<file path="config.mk">
export PLATFORM = sky130hd
export DESIGN_NAME = serial_fila_param_flat
export DESIGN_NICKNAME = d
export VERILOG_FILES = /design/src/rtl/serial_fila_pkg.sv /design/src/rtl/serial_fila_param_if.sv /design/src/rtl/serial_fila_param_fila_circular.sv /design/src/rtl/serial_fila_param.sv /design/src/flat_wrapper.sv
export SDC_FILE = /design/constraint.sdc
export NUM_CORES = 1
export LEC_CHECK = 0
export ABC_CLOCK_PERIOD_IN_PS = 3200
export CELL_PAD_IN_SITES_DETAIL_PLACEMENT = 0
export CELL_PAD_IN_SITES_GLOBAL_PLACEMENT = 1
export CORE_UTILIZATION = 48
export DETAILED_ROUTE_END_ITERATION = 10
export PLACE_DENSITY_LB_ADDON = 0.12
export REMOVE_ABC_BUFFERS = 1
export SKIP_LAST_GASP = 1
export SYNTH_ARGS = -nofsm -noshare
export SYNTH_HDL_FRONTEND = slang
export SYNTH_SLANG_ARGS = --single-unit
</file>
<file path="constraint.sdc">
create_clock -name clock1MHz -period 3.2 [get_ports clock1MHz]
set_input_delay 0.64 -clock clock1MHz [delete_from_list [all_inputs] [get_ports clock1MHz]]
set_output_delay 0.64 -clock clock1MHz [all_outputs]
set_load 0.01 [all_outputs]
</file>
<file path="src/rtl/serial_fila_pkg.sv">
// Shared types and helpers for the serial receiver with integrated queue.
package serial_fila_pkg;

    typedef enum logic [1:0] {
        COLLECT,
        READY,
        STALL
    } rx_state_t;

    // Bit index that the cnt-th received bit occupies in the assembled word.
    function automatic int unsigned bit_pos(input int unsigned width,
                                            input int unsigned cnt,
                                            input bit          msb_first);
        return msb_first ? (width - 1 - cnt) : cnt;
    endfunction

endpackage

</file>
<file path="src/rtl/serial_fila_param_if.sv">
// Serial input, word handshake and queue signals of serial_fila_param.
interface serial_fila_param_if #(
    parameter int WIDTH = 8,
    parameter int DEPTH = 8
);
    logic                     data_serial;
    logic                     write_serial;
    logic                     ack_serial;
    logic                     dequeue_fila;
    logic [WIDTH-1:0]         data_parallel;
    logic                     data_ready;
    logic                     status_busy;
    logic [$clog2(DEPTH):0]   fila_len;
    logic [WIDTH-1:0]         fila_out;
    logic                     fila_full;
    logic                     fila_empty;
    logic                     overrun;

    modport master (
        output data_serial, write_serial, ack_serial, dequeue_fila,
        input  data_parallel, data_ready, status_busy, fila_len, fila_out,
               fila_full, fila_empty, overrun
    );

    modport slave (
        input  data_serial, write_serial, ack_serial, dequeue_fila,
        output data_parallel, data_ready, status_busy, fila_len, fila_out,
               fila_full, fila_empty, overrun
    );
endinterface

</file>
<file path="src/rtl/serial_fila_param_fila_circular.sv">
// Circular word queue with registered first-word-fall-through head and occupancy flags.
module fila_circular #(
    parameter int WIDTH = 8,
    parameter int DEPTH = 8
) (
    input  logic                   clock1MHz,
    input  logic                   reset,
    input  logic                   push,
    input  logic                   pop,
    input  logic [WIDTH-1:0]       data,
    output logic [WIDTH-1:0]       head,
    output logic [$clog2(DEPTH):0] len,
    output logic                   full,
    output logic                   empty
);
    localparam int PTR_W = $clog2(DEPTH);
    localparam int LEN_W = PTR_W + 1;

    logic [WIDTH-1:0] mem [DEPTH];
    logic [PTR_W-1:0] rd_ptr, wr_ptr, rd_next;
    logic [LEN_W-1:0] len_next;
    logic [WIDTH-1:0] head_next;
    logic             push_ok, pop_ok;

    // NOTE: every variable assigned in always_comb gets a default first, so no latch is inferred.
    always_comb begin
        push_ok  = push && !full;
        pop_ok   = pop && !empty;
        rd_next  = pop_ok ? rd_ptr + PTR_W'(1) : rd_ptr;
        len_next = len;
        if (push_ok && !pop_ok)
            len_next = len + LEN_W'(1);
        else if (!push_ok && pop_ok)
            len_next = len - LEN_W'(1);
        // The word being written this cycle becomes head when it is the only entry left.
        head_next = '0;
        if (len_next != '0)
            head_next = (push_ok && rd_next == wr_ptr) ? data : mem[rd_next];
    end

    // NOTE: storage is deliberately not reset; the pointers and len alone decide which entries are valid.
    always_ff @(posedge clock1MHz) begin
        if (push_ok)
            mem[wr_ptr] <= data;
    end

    // NOTE: sequential state uses non-blocking assignments so every register samples pre-edge values.
    always_ff @(posedge clock1MHz) begin
        if (reset) begin
            rd_ptr <= '0;
            wr_ptr <= '0;
            len    <= '0;
            head   <= '0;
            full   <= 1'b0;
            empty  <= 1'b1;
        end else begin
            if (push_ok)
                wr_ptr <= wr_ptr + PTR_W'(1);
            rd_ptr <= rd_next;
            len    <= len_next;
            head   <= head_next;
            full   <= (len_next == LEN_W'(DEPTH));
            empty  <= (len_next == '0);
        end
    end
endmodule

</file>
<file path="src/rtl/serial_fila_param.sv">
// Serial-to-parallel receiver with ack handshake, backpressure stall and an integrated circular queue.
module serial_fila_param
    import serial_fila_pkg::*;
#(
    parameter int WIDTH     = 8,
    parameter int DEPTH     = 8,
    parameter bit MSB_FIRST = 1'b1
) (
    input  logic               clock1MHz,
    input  logic               reset,
    serial_fila_param_if.slave bus
);
    localparam int CNT_W = $clog2(WIDTH);
    localparam int LEN_W = $clog2(DEPTH) + 1;

    rx_state_t        state;
    logic [CNT_W-1:0] bit_cnt;
    logic [WIDTH-1:0] shift_reg, shift_next, data_parallel;
    logic             write_prev, ack_prev, deq_prev;
    logic             wr_ev, ack_ev, deq_ev, push;
    logic             data_ready, status_busy, overrun;
    logic [WIDTH-1:0] fila_out;
    logic [LEN_W-1:0] fila_len;
    logic             fila_full, fila_empty;

    always_comb begin
        wr_ev  = bus.write_serial & ~write_prev;
        ack_ev = bus.ack_serial   & ~ack_prev;
        deq_ev = bus.dequeue_fila & ~deq_prev;
        shift_next = shift_reg;
        shift_next[CNT_W'(bit_pos(WIDTH, 32'(bit_cnt), MSB_FIRST))] = bus.data_serial;
        // Push decisions look only at the registered full flag.
        push = !fila_full && ((state == READY && ack_ev) || state == STALL);
    end

    always_ff @(posedge clock1MHz) begin
        if (reset) begin
            write_prev    <= 1'b0;
            ack_prev      <= 1'b0;
            deq_prev      <= 1'b0;
            state         <= COLLECT;
            bit_cnt       <= '0;
            shift_reg     <= '0;
            data_parallel <= '0;
            data_ready    <= 1'b0;
            status_busy   <= 1'b0;
            overrun       <= 1'b0;
        end else begin
            write_prev <= bus.write_serial;
            ack_prev   <= bus.ack_serial;
            deq_prev   <= bus.dequeue_fila;
            if (wr_ev && status_busy)
                overrun <= 1'b1;
            case (state)
                COLLECT: begin
                    if (wr_ev) begin
                        shift_reg <= shift_next;
                        if (bit_cnt == CNT_W'(WIDTH - 1)) begin
                            data_parallel <= shift_next;
                            bit_cnt       <= '0;
                            state         <= READY;
                            data_ready    <= 1'b1;
                            status_busy   <= 1'b1;
                        end else begin
                            bit_cnt <= bit_cnt + CNT_W'(1);
                        end
                    end
                end
                READY: begin
                    if (ack_ev) begin
                        data_ready <= 1'b0;
                        if (!fila_full) begin
                            state       <= COLLECT;
                            status_busy <= 1'b0;
                        end else begin
                            state <= STALL;
                        end
                    end
                end
                STALL: begin
                    if (!fila_full) begin
                        state       <= COLLECT;
                        status_busy <= 1'b0;
                    end
                end
                default: state <= COLLECT;
            endcase
        end
    end

    fila_circular #(.WIDTH(WIDTH), .DEPTH(DEPTH)) u_fila (
        .clock1MHz (clock1MHz),
        .reset     (reset),
        .push      (push),
        .pop       (deq_ev),
        .data      (data_parallel),
        .head      (fila_out),
        .len       (fila_len),
        .full      (fila_full),
        .empty     (fila_empty)
    );

    assign bus.data_parallel = data_parallel;
    assign bus.data_ready    = data_ready;
    assign bus.status_busy   = status_busy;
    assign bus.overrun       = overrun;
    assign bus.fila_out      = fila_out;
    assign bus.fila_len      = fila_len;
    assign bus.fila_full     = fila_full;
    assign bus.fila_empty    = fila_empty;
endmodule

</file>
<file path="src/flat_wrapper.sv">
// flat-port wrapper written by rule: the top's interface ports become plain ports
module serial_fila_param_flat import serial_fila_pkg::*;
#(
    parameter int WIDTH     = 8,
    parameter int DEPTH     = 8,
    parameter bit MSB_FIRST = 1'b1
)
  (clock1MHz, reset, bus_data_serial, bus_write_serial, bus_ack_serial, bus_dequeue_fila, bus_data_parallel, bus_data_ready, bus_status_busy, bus_fila_len, bus_fila_out, bus_fila_full, bus_fila_empty, bus_overrun);
  serial_fila_param_if #(.WIDTH(WIDTH), .DEPTH(DEPTH)) bus_i ();
  input  logic clock1MHz;
  input  logic reset;
  input wire logic [$bits(bus_i.data_serial)-1:0] bus_data_serial;
  input wire logic [$bits(bus_i.write_serial)-1:0] bus_write_serial;
  input wire logic [$bits(bus_i.ack_serial)-1:0] bus_ack_serial;
  input wire logic [$bits(bus_i.dequeue_fila)-1:0] bus_dequeue_fila;
  output wire logic [$bits(bus_i.data_parallel)-1:0] bus_data_parallel;
  output wire logic [$bits(bus_i.data_ready)-1:0] bus_data_ready;
  output wire logic [$bits(bus_i.status_busy)-1:0] bus_status_busy;
  output wire logic [$bits(bus_i.fila_len)-1:0] bus_fila_len;
  output wire logic [$bits(bus_i.fila_out)-1:0] bus_fila_out;
  output wire logic [$bits(bus_i.fila_full)-1:0] bus_fila_full;
  output wire logic [$bits(bus_i.fila_empty)-1:0] bus_fila_empty;
  output wire logic [$bits(bus_i.overrun)-1:0] bus_overrun;
  assign bus_i.data_serial = bus_data_serial;
  assign bus_i.write_serial = bus_write_serial;
  assign bus_i.ack_serial = bus_ack_serial;
  assign bus_i.dequeue_fila = bus_dequeue_fila;
  assign bus_data_parallel = bus_i.data_parallel;
  assign bus_data_ready = bus_i.data_ready;
  assign bus_status_busy = bus_i.status_busy;
  assign bus_fila_len = bus_i.fila_len;
  assign bus_fila_out = bus_i.fila_out;
  assign bus_fila_full = bus_i.fila_full;
  assign bus_fila_empty = bus_i.fila_empty;
  assign bus_overrun = bus_i.overrun;
  serial_fila_param #(.WIDTH(WIDTH), .DEPTH(DEPTH), .MSB_FIRST(MSB_FIRST)) u_core (.clock1MHz(clock1MHz), .reset(reset), .bus(bus_i));
endmodule
</file>
# Yosys cells after proc, flatten, opt, wreduce, memory -nomap -nowiden
# Memory sizes are Yosys's and may differ from the RTL's. A register that Yosys moved wholly into a read port is not among the register bits.
# Cells that the tools add are included.
# word_totals
ff_bits	39
mem_bits_rw	64
input_bits	6
output_inout_bits	25
wordCells	85
mem_count	1
# classes
n_addsub	6
order_cmp	2
n_eq_ne	8
muxes	22
n_bitwise	7
n_reduce_logical	24
# mem_list
memory	words	word_bits	rd	rd_clocked_by_memory_dff	write_ports	line	source
u_core.u_fila.mem	8	8	1	1	1	serial_fila_param_fila_circular.sv:19	logic [WIDTH-1:0] mem [DEPTH];
# ops
cell	n
$reduce_and A4 Y1	3
$mux W2	5
$add A3 B1 Y3 const B	3
$bwmux W8	1
$logic_and A1 B1 Y1	8
$mux W1	8
$mux W4	2
$mux W3	2
$ne A2 B1 Y1 const B	3
$pmux W2 S3	1
$add A4 B1 Y4 const B	1
$eq A4 B4 Y1 const B	1
$logic_not A1 Y1	4
$logic_not A4 Y1	1
$lt A3 B4 Y1 const B	1
$not A1 Y1	4
$reduce_bool A4 Y1	1
$sub A4 B1 Y4 const B	1
$and A1 B1 Y1	3
$demux W1 S3	1
$eq A3 B3 Y1 const B	1
$ge A3 B1 Y1 const B	1
$pmux W1 S3	1
$reduce_and A3 Y1	1
11 further kinds	11

# Longest topological paths before layout
# depth
ltp_word	13
mapped_depth	9

# Modules after synthesis
# From an unflattened synthesis, not the netlist that was laid out.
# unflattened
cells_unflattened	486
area_unflattened_um2	5587.9
# by_module_without_submodules
module	instances	cells_per_inst	area_per_inst_um2	seq_area_each_um2
fila_circular	1	344	4242.8	2322.2
serial_fila_param	1	142	1345.0	540.5

# Worst setup path after synthesis
# OpenSTA, ideal clock, no wires.
# synth_path
path_type	input -> register
from	in bus_ack_serial
to	mem u_core.u_fila.mem[1][0], enable pin
setup_ns	0.398
t_arrival_ns	2.133
slack_ns	0.669
path_stages	4
path_buffers	1
path_cell_list	nand3b_1 > a21o_1 > clkbuf_1 > nor4b_1
# synth_between
elab_chain_cells	7
# synth_lines
element	line	source
start, declared	flat_wrapper.sv:14	input wire logic [$bits(bus_i.ack_serial)-1:0] bus_ack_serial;
$and A1 B1 Y1	serial_fila_param.sv:28	ack_ev = bus.ack_serial & ~ack_prev;
$logic_and A1 B1 Y1	serial_fila_param.sv:33	push = !fila_full && ((state == READY && ack_ev) || state == STALL);
$logic_or A1 B1 Y1	serial_fila_param.sv:33	
$logic_and A1 B1 Y1	serial_fila_param.sv:33	
$logic_and A1 B1 Y1	serial_fila_param_fila_circular.sv:27	push_ok = push && !full;
$mux W1	serial_fila_param_fila_circular.sv:43	if (push_ok)
$mux W1 (not written as such)	serial_fila_param_fila_circular.sv:44	mem[wr_ptr] <= data;
end, declared	serial_fila_param_fila_circular.sv:19	
# Every way passes these cells.

# Worst setup path after layout
# layout_path
from	in bus_dequeue_fila
to	reg u_core.u_fila.head[7] (read register of u_core.u_fila.mem)
# layout_between
elab_chain_cells	8
elab_cells_between_ends	11
classes_between	mux (3); bitwise (2); reduce/logical (6)
# layout_lines
element	line	source
start, declared	flat_wrapper.sv:15	input wire logic [$bits(bus_i.dequeue_fila)-1:0] bus_dequeue_fila;
$and A1 B1 Y1 *	serial_fila_param.sv:29	deq_ev = bus.dequeue_fila & ~deq_prev;
$logic_and A1 B1 Y1 *	serial_fila_param_fila_circular.sv:28	pop_ok = pop && !empty;
$logic_and A1 B1 Y1 / $logic_not A1 Y1 (equally long branches)	serial_fila_param_fila_circular.sv:33, serial_fila_param_fila_circular.sv:31	
$mux W4 / $logic_and A1 B1 Y1 (equally long branches)	serial_fila_param_fila_circular.sv:33, serial_fila_param_fila_circular.sv:31	
$mux W4	serial_fila_param_fila_circular.sv:31	if (push_ok && !pop_ok)
$reduce_bool A4 Y1	serial_fila_param_fila_circular.sv:37	if (len_next != '0)
$not A1 Y1 (no line)	--	
$reduce_or A2 Y1 (no line)	--	
end, declared	serial_fila_param_fila_circular.sv:11	output logic [WIDTH-1:0] head,
# Mark *: on every way between the ends. The rest lies on a longest branch, timed or not.
# A chain may end at the register's enable or synchronous reset.

==> results.sh <==
export IMPL_max_freq_mhz=363
export IMPL_synth_seq_cells=111
export IMPL_ys_seq_area_frac=0.589
export IMPL_fin_ws_ns=0.444
export IMPL_fin_cells=588
export IMPL_io_pins=31
export IMPL_drc_errors=0
export IMPL_synthAdderAreaFrac=0.0257
export IMPL_cp_cell_sequence="clkdlybuf4s50_1 > or3b_1 > a21oi_2 > xnor2_1 > a211o_1 > nor2_1 > a311oi_2"
export IMPL_yosysWarnings=0
export IMPL_slew_viol_final=0
export IMPL_end_kind="flop"
export IMPL_yosys_area_top_type_share=0.395
export IMPL_yosys_area_top_type="edfxtp_1"
export IMPL_synth_compound_area_share=0.128
export IMPL_place_hpwl_mm=7.06
export IMPL_hold_viol=0
export IMPL_synth_async_sr_flop_share=0
export IMPL_clock_sinks=111
export IMPL_ant_nets=0
export IMPL_rsz0062_at_grt="no"
export IMPL_cts_buffers=9
export IMPL_timing_final_crit_share=0.861
export IMPL_coreArea_um2=9820
export IMPL_cp_arrival_ns=3.03
export IMPL_htree_num_levels=3
export IMPL_place_ws_ns=0.0830
export IMPL_p_switching_mw=0.883
export IMPL_die_area_um2=10500
export IMPL_holdWs_ns=0.465
export IMPL_ys_flop_type="edfxtp_1"
export IMPL_clock_path_buffers=2
export IMPL_ctsHoldBuffers=0
export IMPL_start_kind="input port"
export IMPL_slowest_delay_ns=0.63
export IMPL_die_h_um=103
export IMPL_cts_tree="yes"
export IMPL_synth_cell_type_count=51
export IMPL_cp_slowest_cell="or3b_1"
export IMPL_die_w_um=103
export IMPL_initialDrtViolationCount=156
export IMPL_muxShareOfSynthArea=0.0782
export IMPL_area_growth_pct=14.9
export IMPL_power_internal_mw=2.18
export IMPL_slew_headroom=0.612
export IMPL_netlist_top_cells_area="edfxtp_1 40%, dfxtp_1 19%, mux2i_1 6.0%"
export IMPL_hold_path_class="flop to flop"
export IMPL_yosys_area_share_simple=0.132
export IMPL_seqPwrFrac=0.532
export IMPL_synth_top_family_by_area="simple AND/OR/NAND/NOR gates"
export IMPL_syn_area_per_cell_um2=12.0
export IMPL_gp_congestion=0.751
export IMPL_cellPowerDensity_nw_per_um2=548
export IMPL_synth_commonest_cells="64 x edfxtp_1, 52 x nor2_1, 47 x dfxtp_1"
export IMPL_wire_per_inst_um=17.4
export IMPL_pwr_share_comb=0.210
export IMPL_fin_skew_ns=0.0144
export IMPL_firstDrtPassIters=4
export IMPL_clkTransAtPathRegs_ns=0.11
export IMPL_num_antenna_cells=0
export IMPL_grt_overflow=0
export IMPL_tns_ns=0
export IMPL_dp_cells=572
export IMPL_drive_gt1_frac=0.121
export IMPL_cts_repair_resized=0
export IMPL_maxCapViolCount=0
export IMPL_fp_row_count=36
export IMPL_wl_mm=10.2
export IMPL_syn_inst=406
export IMPL_port_buffer_count=30
export IMPL_vias=3224
export IMPL_power_total_mw=3.06
export IMPL_antenna_found_initial=0
export IMPL_post_cts_buffers=0
export IMPL_path_class="input port to flop"
export IMPL_vias_per_cell=5.48
export IMPL_regMostFlops="u_core.u_fila.mem"
export IMPL_status="completed"
export IMPL_synth_edf_count=64
export IMPL_grt_pass1_vias=3111
export IMPL_largest_reg_flops=64
export IMPL_final_nets=466
export IMPL_grt_start_max_net_pins=36
export IMPL_worst_slew_pin_slew_ns=0.582
export IMPL_p_leak_nw=1.98
export IMPL_synth_xor_area_share=0.0198
export IMPL_grt_pass1_wl_mm=16.3
export IMPL_clock_root_buffer="clkbuf_8"
export IMPL_grtUsageTotal=0.209
export IMPL_initial_core_util=0.495
export IMPL_setup_viol=0
export IMPL_clkLatencyLatePin_ns=0.37
export IMPL_ir_drop_mv=0.213
export IMPL_cp_data_required_time_ns=3.48
export IMPL_min_period_ns=2.76
export IMPL_worst_path_max_fanout=15
export IMPL_yosysMostFrequentCell="edfxtp_1"
export IMPL_switching_share=0.288
export IMPL_pwr_share_clk=0.258
export IMPL_synth_cell_area_um2=4860
per-stage QoR:
stage / cell area, um^2 / util
2_1_floorplan: 4760 / -
3_3_place_gp: 5410 / 0.551
3_5_place_dp: 5410 / 0.551
4_1_cts: 5590 / 0.569
5_1_grt: 5590 / 0.569
6_report: 5590 / 0.569
cells in the final DEF (no fill, tap or decap), types with 4 or more instances in the layout:
| cell | count |
|---|---|
| a211oi_1 | 14 |
| a21oi_1 | 12 |
| a311oi_1 | 5 |
| buf_4 | 24 |
| clkbuf_8 | 9 |
| clkdlybuf4s50_1 | 30 |
| dfxtp_1 | 47 |
| edfxtp_1 | 64 |
| ha_1 | 10 |
| inv_1 | 8 |
| mux2i_1 | 29 |
| mux4_2 | 4 |
| nand2_1 | 33 |
| nand3_1 | 11 |
| nor2_1 | 52 |
| nor2b_1 | 9 |
| nor3_1 | 5 |
| nor3b_1 | 4 |
| o21ai_0 | 8 |
| o221ai_1 | 6 |
| o22ai_1 | 12 |
| or3_1 | 7 |
| xnor2_1 | 7 |
| xor2_1 | 4 |
logic make-up after synthesis:
kind of cell    Yosys count
buf+inv                  29
flops                   111
fa+ha+maj                10
compound gates           77
simple gates            135
xor+xnor                 11
mux                      33
worst paths after layout:
| path | startpoint | end | slack (ns) | depth (start not counted) |
|---|---|---|---|---|
| hold / removal | u_core.shift_reg[3] | u_core.shift_reg[3] | 0.46 | 2 |
| setup reg to reg | u_core.u_fila.rd_ptr[1] | u_core.u_fila.head[7] | 0.72 | 7 |
| setup / recovery | bus_dequeue_fila | u_core.u_fila.head[7] | 0.44 | 7 |
| hold reg to reg | u_core.shift_reg[3] | u_core.shift_reg[3] | 0.46 | 2 |
power groups by stage:
stage | Clock, mW | Sequential, mW | Combinational (mW)
2_1_floorplan | 0 | 1.69 | 0.339
3_3_place_gp | 0 | 1.66 | 0.631
3_5_place_dp | 0 | 1.66 | 0.645
4_1_cts | 0.814 | 1.63 | 0.646
5_1_grt | 0.866 | 1.64 | 0.700
6_report | 0.790 | 1.63 | 0.643
layer usage:
| metal | global-route usage | vias up | wire length, um |
|---|---|---|---|
| met1 | 0.297 | 1551 | 4900 |
| met4 | 0.0659 | 0 | 117 |
| met2 | 0.334 | 55 | 4790 |
| li1 | - | 1608 | - |
| met3 | 0.0251 | 10 | 427 |
| met5 | 0 | - | 0 |
final cells by class:
type | instances | area (um^2)
repair buffers | 54 | 480
flip-flops and latches | 111 | 2860
fillers | 884 | 4230
multi-input cells | 266 | 1870
clock inverters | 6 | 53.8
well taps | 133 | 166
clock buffers | 10 | 128
inverters | 8 | 30.0
critical path, delay by kind of cell:
kind / cells / cell delay [ns]
xor+xnor: 1 / 0.14
simple gates: 2 / 0.73
buf+inv: 1 / 0.51
compound gates: 3 / 1.00
No activity file was read; power rests on OpenSTA's default activity.
==> patch (config.mk and constraints unchanged) <==
`DEPTH` is set to 8 in 4 places; all go to 16.
--- a/src/rtl/serial_fila_param_if.sv
+++ b/src/rtl/serial_fila_param_if.sv
@@ -2,5 +2,5 @@
 interface serial_fila_param_if #(
     parameter int WIDTH = 8,
-    parameter int DEPTH = 8
+    parameter int DEPTH = 16
 );
     logic                     data_serial;
--- a/src/rtl/serial_fila_param_fila_circular.sv
+++ b/src/rtl/serial_fila_param_fila_circular.sv
@@ -2,5 +2,5 @@
 module fila_circular #(
     parameter int WIDTH = 8,
-    parameter int DEPTH = 8
+    parameter int DEPTH = 16
 ) (
     input  logic                   clock1MHz,
--- a/src/rtl/serial_fila_param.sv
+++ b/src/rtl/serial_fila_param.sv
@@ -4,5 +4,5 @@
 #(
     parameter int WIDTH     = 8,
-    parameter int DEPTH     = 8,
+    parameter int DEPTH     = 16,
     parameter bit MSB_FIRST = 1'b1
 ) (
--- a/src/flat_wrapper.sv
+++ b/src/flat_wrapper.sv
@@ -3,5 +3,5 @@
 #(
     parameter int WIDTH     = 8,
-    parameter int DEPTH     = 8,
+    parameter int DEPTH     = 16,
     parameter bit MSB_FIRST = 1'b1
 )
Interface: changed (resized bus_fila_len); port bits go from 31 to 32. The function was not compared with the original's and may differ.
==> patch against the original RTL <==
Sequential cell count up 67; via count increased by 81%; design area grew 74%; wire length is 110% higher; critical path depth increased by 1; area after synthesis rose by 72%; worst setup slack got worse by 120 ps; first-iteration DRC count rose to 2.5 times the old value; total power up 89%.
==> patch: results <==
[routing]
wire_per_inst_microns = 21.9
drtPass1Iterations = 5
drt-initial-drc-count = 390
viasPerCell = 6.05

[logic_synthesis]
yosys.area_share.xor_xnor = 0.0219
yosys-top-cells-count = "edfxtp_1, mux2i_1, dfxtp_1, nor2_1, a211oi_1"
synth_compound_area_frac = 0.147
syn_inst = 684
ys_types = 62
synthAdderAreaFrac = 0.0195
synthMuxAreaShare = 0.0871
seq_area_frac_synth = 0.580

[setup_path]
endpoint = "u_core.u_fila.head[0]"
r2r_cells = 10
r2r_slack_ps = 480
r2r_end = "u_core.u_fila.head[3]"

[placement]
io_buffers = 31
hpwl_mm = 14.2
post-place-cells = 933
preCtsSetupSlack_ps = -90.7
placed_area_sq_um = 9130

[cells_and_area]
nNetsFinal = 751
fill_cells = 1408
largest_reg_flops = 128

[grt]
grt_first_pass_wirelength_mm = 32.8
grtUsageMet2 = 0.427
grt_usage = 0.248
grtUsageMet1 = 0.317

[outcome]
outcome = "finished, final reports clean"

[clocking]
clk_latency_ps = 430
cts.reportedPaths.clkPinSlew_ps = 60

[power]
peakVddDrop_uv = 366
powerDensity_nw_per_um2 = 593
p_leak_nw = 3.14

[timing]
post-route-min-period_ps = 2880
finClkSkew_ps = 8.75
slew_headroom = 0.286

[worst_hold_path]
hold_start = "u_core.shift_reg[6]"
[patch: changes by cell type after synthesis, sizes merged, moves of 11 or more]
cell	change
a2111oi	+15
a211oi	+25
a31oi	+16
buf	+23
edfxtp	+64
mux2i	+28
nor2b	+11
nor3	+33
o21a	+12
o221ai	+20
[patch: layout make-up]
class                   instances  area share
flip-flops and latches        178       0.498
clock buffers                  29      0.0568
well taps                     220      0.0283
inverters                      16     0.00617
multi-input cells             437       0.330
clock inverters                 3     0.00424
repair buffers                 82      0.0759
[patch: worst min path at each step]
stage                                endpoint  slack (ps)  depth (start not counted)
after detailed placement  u_core.shift_reg[6]         460                          2
after CTS                 u_core.shift_reg[6]         470                          2
after global placement    u_core.shift_reg[6]         450                          2
after global routing      u_core.shift_reg[5]         500                          2
after floorplan           u_core.shift_reg[5]         430                          2
final                     u_core.shift_reg[6]         470                          2
[patch: per-layer routing]
layer | routed length, microns | vias up
met5 | 0 | -
li1 | - | 2740
met2 | 10700 | 148
met3 | 807 | 32
met1 | 9180 | 2916
met4 | 447 | 0
[patch: logic make-up after synthesis]
kind of cell / Yosys count
AO/OA/AOI/OAI: 164
XOR/XNOR: 17
adder cells (fa/ha/maj): 13
buffers and inverters: 69
flip-flops: 178
multiplexers: 65
AND/OR/NAND/NOR: 178
[patch: worst max-delay path, stage by stage]
cell,delay [ps]
clkdlybuf4s50_1,480
or3b_4,410
nor3_1,70
a21oi_1,830
o221ai_1,310
o211ai_1,260
o21a_1,150
o21a_1,100
[patch: power by group]
group | leakage (nW) | switching (mW) | total [mW] | internal (mW)
sequential | 1.56 | 0.0835 | 2.59 | 2.51
clock | 0.292 | 0.820 | 2.07 | 1.25
combinational | 1.28 | 0.622 | 1.11 | 0.486
total | 3.14 | 1.52 | 5.77 | 4.25
